### src/rtl/fifo_multi_push_pkg.sv
// Shared types and constants for the multi-push FIFO front-end scheduler.
package fifo_multi_push_pkg;

  localparam int unsigned LANES  = 4;
  localparam int unsigned DATA_W = 32;

  function automatic int unsigned credit_w(input int unsigned cap);
    return $clog2(cap + 1);
  endfunction

  typedef enum logic [1:0] {
    RUN    = 2'd0,
    HOLD   = 2'd1,
    DRAIN  = 2'd2,
    IDLE_F = 2'd3
  } arb_state_e;

  // Lane payload; data is sized for the default entry width.
  typedef struct packed {
    logic              valid;
    logic [DATA_W-1:0] data;
  } lane_t;

endpackage

### src/rtl/rr_compact_sel.sv
// Round-robin selector that packs up to 'limit' grants into lanes 0..count-1.
module rr_compact_sel #(
  parameter int unsigned R = 8,
  parameter int unsigned K = 4
) (
  input  logic [R-1:0]                    req,
  input  logic [$clog2(R)-1:0]            ptr,
  input  logic [$clog2(K+1)-1:0]          limit,
  output logic [R-1:0]                    ack_c,
  output logic [K-1:0][$clog2(R)-1:0]     lane_idx_c,
  output logic [K-1:0]                    lane_vld_c,
  output logic [$clog2(R)-1:0]            last_idx_c,
  output logic [$clog2(K+1)-1:0]          count_c
);

  localparam int unsigned PW   = $clog2(R);
  localparam int unsigned CNTW = $clog2(K + 1);
  localparam int unsigned IW   = $clog2(K);

  logic [PW:0]     sum;
  logic [PW-1:0]   idx;
  logic [CNTW-1:0] cnt;

  // Scan from ptr upward modulo R; lane order follows scan order.
  always_comb begin
    ack_c      = '0;
    lane_idx_c = '0;
    lane_vld_c = '0;
    last_idx_c = '0;
    cnt        = '0;
    sum        = '0;
    idx        = '0;
    for (int j = 0; j < R; j++) begin
      sum = (PW+1)'(ptr) + (PW+1)'(j);
      if (sum >= (PW+1)'(R)) begin
        sum = sum - (PW+1)'(R);
      end
      idx = PW'(sum);
      if (req[idx] && (cnt < limit)) begin
        ack_c[idx]             = 1'b1;
        lane_idx_c[IW'(cnt)]   = idx;
        lane_vld_c[IW'(cnt)]   = 1'b1;
        last_idx_c             = idx;
        cnt                    = cnt + CNTW'(1);
      end
    end
    count_c = cnt;
  end

endmodule

### src/rtl/fifo_multi_push_arb.sv
// Credit-based round-robin scheduler feeding the four push lanes of the multi-push FIFO.
module fifo_multi_push_arb
  import fifo_multi_push_pkg::*;
#(
  parameter int unsigned W = DATA_W,
  parameter int unsigned N = 8,
  parameter int unsigned R = 8
) (
  input  logic                              clk,
  input  logic                              rst_n,
  input  logic [R-1:0]                      req,
  input  logic [R*W-1:0]                    req_data,
  output logic [R-1:0]                      ack,
  output logic                              push_0,
  output logic                              push_1,
  output logic                              push_2,
  output logic                              push_3,
  output logic [W-1:0]                      push_0_data,
  output logic [W-1:0]                      push_1_data,
  output logic [W-1:0]                      push_2_data,
  output logic [W-1:0]                      push_3_data,
  input  logic                              pop_valid,
  input  logic                              flush_req,
  output logic                              flush_done,
  output logic [credit_w(LANES*N)-1:0]      credits_r,
  output logic                              busy_r,
  output logic                              err_r
);

  localparam int unsigned CAP = LANES * N;
  localparam int unsigned CW  = credit_w(CAP);
  localparam int unsigned PW  = $clog2(R);
  localparam int unsigned SW  = $clog2(LANES + 1);

  arb_state_e state_r, state_nxt;

  logic                        grant_en_c;
  logic                        busy_nxt;
  logic                        flush_done_nxt;
  logic [SW-1:0]               limit_c;
  logic [R-1:0]                sel_ack;
  logic [LANES-1:0][PW-1:0]    sel_idx;
  logic [LANES-1:0]            sel_vld;
  logic [PW-1:0]               sel_last;
  logic [SW-1:0]               grant_cnt;
  logic [PW-1:0]               rr_ptr;
  logic [CW-1:0]               credits_nxt;
  logic                        ovf_c;
  logic [W-1:0]                req_arr [R];
  lane_t                       lane_r [LANES];

  always_comb begin
    for (int i = 0; i < R; i++) begin
      req_arr[i] = req_data[i*W +: W];
    end
  end

  // Grant limit: four lanes or remaining credits, whichever is smaller.
  always_comb begin
    limit_c = '0;
    if (grant_en_c) begin
      limit_c = (credits_r >= CW'(LANES)) ? SW'(LANES) : SW'(credits_r);
    end
  end

  rr_compact_sel #(
    .R (R),
    .K (LANES)
  ) u_sel (
    .req        (req),
    .ptr        (rr_ptr),
    .limit      (limit_c),
    .ack_c      (sel_ack),
    .lane_idx_c (sel_idx),
    .lane_vld_c (sel_vld),
    .last_idx_c (sel_last),
    .count_c    (grant_cnt)
  );

  assign ack = sel_ack;

  // A pop with the counter already full is a protocol error and is dropped.
  always_comb begin
    ovf_c       = pop_valid && (credits_r == CW'(CAP));
    credits_nxt = credits_r - CW'(grant_cnt) + CW'(pop_valid && !ovf_c);
  end

  always_ff @(posedge clk or negedge rst_n) begin
    if (!rst_n) begin
      state_r <= RUN;
    end else begin
      state_r <= state_nxt;
    end
  end

  always_comb begin
    state_nxt = state_r;
    case (state_r)
      RUN:     if (flush_req) state_nxt = HOLD;
      HOLD:    state_nxt = DRAIN;
      DRAIN:   if (credits_nxt == CW'(CAP)) state_nxt = IDLE_F;
      IDLE_F:  if (!flush_req) state_nxt = RUN;
      default: state_nxt = RUN;
    endcase
  end

  // flush_req gates grants combinationally so the request cycle itself is blocked.
  always_comb begin
    grant_en_c     = rst_n && (state_r == RUN) && !flush_req;
    busy_nxt       = (state_nxt == HOLD) || (state_nxt == DRAIN);
    flush_done_nxt = (state_r == DRAIN) && (credits_nxt == CW'(CAP));
  end

  always_ff @(posedge clk or negedge rst_n) begin
    if (!rst_n) begin
      credits_r  <= CW'(CAP);
      rr_ptr     <= '0;
      flush_done <= 1'b0;
      busy_r     <= 1'b0;
      err_r      <= 1'b0;
      for (int k = 0; k < LANES; k++) begin
        lane_r[k] <= '0;
      end
    end else begin
      credits_r  <= credits_nxt;
      flush_done <= flush_done_nxt;
      busy_r     <= busy_nxt;
      if (ovf_c) begin
        err_r <= 1'b1;
      end
      if (grant_cnt != '0) begin
        rr_ptr <= (sel_last == PW'(R - 1)) ? '0 : sel_last + PW'(1);
      end
      // Idle lanes keep their last data; only the strobe drops.
      for (int k = 0; k < LANES; k++) begin
        lane_r[k].valid <= sel_vld[k];
        if (sel_vld[k]) begin
          lane_r[k].data <= DATA_W'(req_arr[sel_idx[k]]);
        end
      end
    end
  end

  assign push_0      = lane_r[0].valid;
  assign push_1      = lane_r[1].valid;
  assign push_2      = lane_r[2].valid;
  assign push_3      = lane_r[3].valid;
  assign push_0_data = W'(lane_r[0].data);
  assign push_1_data = W'(lane_r[1].data);
  assign push_2_data = W'(lane_r[2].data);
  assign push_3_data = W'(lane_r[3].data);

endmodule

### config.mk
export PLATFORM = sky130hd
export DESIGN_NAME = fifo_multi_push_arb
export DESIGN_NICKNAME = d
export VERILOG_FILES = /design/src/rtl/fifo_multi_push_pkg.sv /design/src/rtl/rr_compact_sel.sv /design/src/rtl/fifo_multi_push_arb.sv
export SDC_FILE = /design/constraint.sdc
export NUM_CORES = 1
export LEC_CHECK = 0
export ABC_CLOCK_PERIOD_IN_PS = 13100
export BUFFER_PORTS_ARGS = -buffer_cell sky130_fd_sc_hd__buf_2
export CAP_MARGIN = 15
export CORE_ASPECT_RATIO = 0.7
export CORE_UTILIZATION = 40
export DETAILED_ROUTE_END_ITERATION = 7
export PLACE_DENSITY = 0.63
export SKIP_LAST_GASP = 1
export SLEW_MARGIN = 5
export SYNTH_ARGS = -nofsm -noshare
export SYNTH_HDL_FRONTEND = slang
export SYNTH_SLANG_ARGS = --single-unit
### constraint.sdc
create_clock -name clk -period 13.1 [get_ports clk]
set_input_delay 1.31 -clock clk [delete_from_list [all_inputs] [get_ports clk]]
set_output_delay 1.31 -clock clk [all_outputs]
set_load 0.05 [all_outputs]
==> PnR_summary.wiki <==
{| class="wikitable"
! Metric !! Value
|-
| Final critical-path required period || 12690 ps
|-
| Detailed placer's ending HPWL || 59600 um
|-
| Worst path slowest cell || sky130_fd_sc_hd__or4b_4
|-
| Portion of the clock cycle consumed by the worst path in the final layout || ~97%
|-
| Detail-routed via count per cell || ~6.5
|-
| Count of final hold-check violations || 0
|-
| Path type of the worst setup path || in -> out
|-
| Syn-to-layout area delta || 23.7%
|-
| Leakage || 10.0 nW
|-
| Storage cell area || around 3700 um2
|-
| Chip Height || 177 um
|-
| Number of cells produced by synthesis || 2082
|-
| Number of library cell types mapped by synthesis || 103
|-
| Fmax achieved || about 80 MHz
|-
| Register-to-Register Setup Slack || approximately 700 ps
|-
| Gp weighted congestion || about 1.1
|-
| Number of search-and-repair iterations in the first detailed-routing pass || 8
|-
| Cts hold-fix bufs || 0
|-
| Clock tree buffer depth || 2
|-
| Async S/R FF share, synth || 100%
|-
| Sink Count || around 150
|-
| DR vias || 19961
|-
| Cell area power density || 317 nW/um2
|-
| Type of destination of the critical path || primary output
|-
| Largest net degree at the start of global routing || 129
|-
| DIE AREA || about 44000 um2
|-
| Routed length per instance || 27.6 um
|-
| Congestion Overflow GR || 0
|-
| Fraction of final layout cells sized beyond drive strength 1 || around 34%
|-
| TritonCTS clock tree || done
|-
| Startpoint Class || input port
|-
| Number of warning messages in the yosys log || 0
|-
| Antenna violations before repair || 24
|-
| DIE WIDTH || 252 um
|-
| Total negative slack for setup checks || 0 ps
|-
| Clock root buffer || sky130_fd_sc_hd__clkbuf_16
|-
| Type of the tightest min-delay check || reg -> reg
|-
| Drc violations || 8
|-
| Fillers || around 4000
|-
| Standard-cell rows || 63
|-
| Count of final max-slew check failures || 0
|-
| Maximum fanout encountered on the critical timing path || 9
|-
| Worst R2R End || push_2_data[14]
|-
| Post-synth top flop || sky130_fd_sc_hd__dfrtp_1
|-
| Iteration-0 DRC Markers || around 2500
|-
| Total track usage || between 30 and 40%
|-
| Layout Skew || 19.6 ps
|-
| Relative slew margins || 21.7%
|-
| Via count of the first global-routing pass || 18835
|-
| Cell area after technology mapping || 17400 um2
|-
| Floorplan core area || roughly 43000 um2
|-
| Final net count || approximately 2800
|-
| Run status || finished, violations left
|-
| Global-route wire length before repair || 123000 um
|-
| Arrival time reported for the critical path endpoint || 11380 ps
|-
| Layout Utilization || 50.6%
|-
| Min-delay src || push_0_data[10]
|-
| Initial Utilization || around two fifths
|-
| Post-Syn Nets || 2401
|-
| Avg Synthesized Cell Area || 8.37 um2
|-
| Launch instance of the worst register-to-register path || rr_ptr[1]
|-
| Number of primary I/O pins || 417
|-
| Final setup violation count || 0
|-
| Fraction of the yosys area taken by sequential cells || a little over a fifth
|-
| Clock latency reported for the late side of the worst-skew pair || 460 ps
|-
| Required time worst endpoint || 11790 ps
|-
| Count of nets left with antenna violations after detail routing || 0
|-
| Post-synth EDFFs || 0
|-
| CTS buffer count || 17
|-
| Total wirelength of the detailed-routed design || about 85000 um
|-
| Worst reg2reg path depth || 56
|-
| Input/output buffers || 416
|-
| Worst Hold Depth || 2
|-
| Most used cell along the critical path || sky130_fd_sc_hd__ha_1
|-
| Maximum resistive drop on vdd || approximately 0.26 mV
|-
| Number of levels the H-tree was split into || 4
|-
| Max_cap viols || 0
|-
| Worst hold path endpoint || push_0_data[10]
|-
| Footprint of the multi-input gates || 13300 um2
|-
| Least-Margin Pin Slew || between 1000 and 1500 ps
|-
| CTS clock-pin slew for the worst setup and hold paths || ~70 ps
|-
| Final Total Pwr || 6.85 mW
|-
| Delay of the slowest cell on the worst path || about 560 ps
|-
| Post-synthesis sequential element count || between 100 and 150
|-
| Violated checks || design-rule violations
|}
kinds of logic (layout without fill, tap and decap cells):
family	after synthesis	in the layout	synth area share (%)
XOR/XNOR	15	15	0.904
multiplexers	348	348	22.9
adder cells (fa/ha/maj)	51	51	3.70
other	0	20	0
flip-flops	146	146	21.0
AND/OR/NAND/NOR	849	849	22.1
AO/OA/AOI/OAI	464	464	23.4
buffers and inverters	209	589	6.06
sequential cells by signal (all words and copies together), names as in the netlist, 2 cells and up:
| name | flops |
|---|---|
| push_0_data | 32 |
| push_1_data | 32 |
| push_2_data | 32 |
| push_3_data | 32 |
| credits_r | 6 |
| rr_ptr | 3 |
| state_r | 2 |
what timing repair did:
item	4_1_cts	5_1_grt
buffers inserted	2	16
resized for setup	3	33
setup endpoints to repair	8	95
pin swaps	1	21
area by class of cell:
cell class / count / share of cell area (%)
multi-input cells: 1727 / 61.4
flip-flops and latches: 146 / 16.9
repair buffers: 520 / 14.8
well taps: 585 / 3.39
clock buffers: 19 / 2.10
inverters: 37 / 0.661
clock inverters: 13 / 0.481
diodes: 20 / 0.232
cells in the final DEF (no fill, tap or decap), types with 19 or more instances in the layout:
cell type / n
sky130_fd_sc_hd__dfrtp_1: 144
sky130_fd_sc_hd__buf_2: 407
sky130_fd_sc_hd__buf_12: 24
sky130_fd_sc_hd__ha_1: 48
sky130_fd_sc_hd__mux2i_1: 228
sky130_fd_sc_hd__mux4_2: 25
sky130_fd_sc_hd__nand4_1: 35
sky130_fd_sc_hd__nand3_1: 151
sky130_fd_sc_hd__a21oi_1: 19
sky130_fd_sc_hd__a211oi_2: 50
sky130_fd_sc_hd__o2bb2ai_1: 63
sky130_fd_sc_hd__inv_1: 32
sky130_fd_sc_hd__a211oi_1: 31
sky130_fd_sc_hd__nand2_1: 443
sky130_fd_sc_hd__o21ai_0: 53
sky130_fd_sc_hd__nor2_1: 80
sky130_fd_sc_hd__a32oi_1: 22
sky130_fd_sc_hd__mux2_2: 86
sky130_fd_sc_hd__a2111oi_2: 30
sky130_fd_sc_hd__diode_2: 20
sky130_fd_sc_hd__a221o_1: 23
sky130_fd_sc_hd__and3_1: 38
sky130_fd_sc_hd__o22ai_1: 28
sky130_fd_sc_hd__buf_4: 88
sky130_fd_sc_hd__and2_1: 38
synth_stat cells, types with 5 or more instances:
cell type                       instances  area share, %
sky130_fd_sc_hd__a2111oi_2             31            2.7
sky130_fd_sc_hd__a211oi_1              33            1.4
sky130_fd_sc_hd__a211oi_2              48            3.4
sky130_fd_sc_hd__a21o_1                 8           0.34
sky130_fd_sc_hd__a21oi_1               26           0.75
sky130_fd_sc_hd__a221o_1               24            1.4
sky130_fd_sc_hd__a222oi_1               6           0.34
sky130_fd_sc_hd__a22o_1                12           0.60
sky130_fd_sc_hd__a2bb2oi_1             10           0.50
sky130_fd_sc_hd__a31oi_1               11           0.39
sky130_fd_sc_hd__a32oi_1               22            1.1
sky130_fd_sc_hd__and2_1                38            1.4
sky130_fd_sc_hd__and3_1                41            1.5
sky130_fd_sc_hd__buf_1                 10           0.22
sky130_fd_sc_hd__buf_2                 43            1.2
sky130_fd_sc_hd__buf_4                  6           0.26
sky130_fd_sc_hd__buf_6                 19            1.2
sky130_fd_sc_hd__clkbuf_1              86            1.9
sky130_fd_sc_hd__dfrtp_1              145             21
sky130_fd_sc_hd__dlygate4sd1_1          5           0.25
sky130_fd_sc_hd__ha_1                  50            3.6
sky130_fd_sc_hd__inv_1                 34           0.73
sky130_fd_sc_hd__mux2_2                87            5.6
sky130_fd_sc_hd__mux2i_1              228             13
sky130_fd_sc_hd__mux4_1                 5           0.75
sky130_fd_sc_hd__mux4_2                25            3.2
sky130_fd_sc_hd__nand2_1              449            9.7
sky130_fd_sc_hd__nand2b_1               6           0.22
sky130_fd_sc_hd__nand3_1              151            4.3
sky130_fd_sc_hd__nand4_1               35            1.3
sky130_fd_sc_hd__nor2_1                84            1.8
sky130_fd_sc_hd__nor3_1                 9           0.26
sky130_fd_sc_hd__nor4_1                12           0.43
sky130_fd_sc_hd__o2111ai_1              5           0.25
sky130_fd_sc_hd__o211ai_1               5           0.22
sky130_fd_sc_hd__o21a_1                 5           0.22
sky130_fd_sc_hd__o21ai_0               61            1.8
sky130_fd_sc_hd__o21ai_1                5           0.14
sky130_fd_sc_hd__o22ai_1               28            1.0
sky130_fd_sc_hd__o2bb2ai_1             63            3.2
sky130_fd_sc_hd__o31ai_1                7           0.30
sky130_fd_sc_hd__xnor2_1               11           0.55
routing by layer:
layer	global-route usage, %	part of all wire [%]	vias up
met2	54.8	43	1409
met1	50.8	42	9724
li1	-	-	8593
met4	15.0	3.9	12
met5	0	0.082	-
met3	9.22	11	223
power breakdown:
group / total (mW) / internal, mW / switching (mW) / leakage (nW)
clock network: 0.497 / 0.255 / 0.242 / 0.270
registers: 0.831 / 0.672 / 0.159 / 1.84
logic: 5.52 / 1.84 / 3.68 / 7.92
metrics by stage:
step,worst slack [ps],instance area (um2),hold slack [ps],instances
finish,412,21600,480,3067
global route,-99.8,21600,504,3060
CTS,22.6,21200,481,3031
detailed placement,-238,20600,466,2997
global placement,106,20600,462,2997
floorplan,13.1,17600,505,2082
worst max-delay path, delay by kind of cell:
| kind | cells | cell delay, ps |
|---|---|---|
| AO/OA/AOI/OAI | 18 | 4000 |
| XOR/XNOR | 2 | 340 |
| adder cells (fa/ha/maj) | 6 | 1440 |
| buffers and inverters | 11 | 1240 |
| multiplexers | 3 | 720 |
| AND/OR/NAND/NOR | 14 | 2310 |
worst max-delay path by stage:
stage | from | endpoint | slack, ps | depth (start not counted)
final | flush_req | ack[7] | 410 | 54
after global routing | flush_req | ack[4] | -100 | 54
after CTS | req[3] | ack[5] | 20 | 55
after detailed placement | req[3] | busy_r | -240 | 54
after global placement | flush_req | busy_r | 110 | 55
after floorplan | flush_req | busy_r | 10 | 60
No activity file was read; power rests on OpenSTA's default activity.
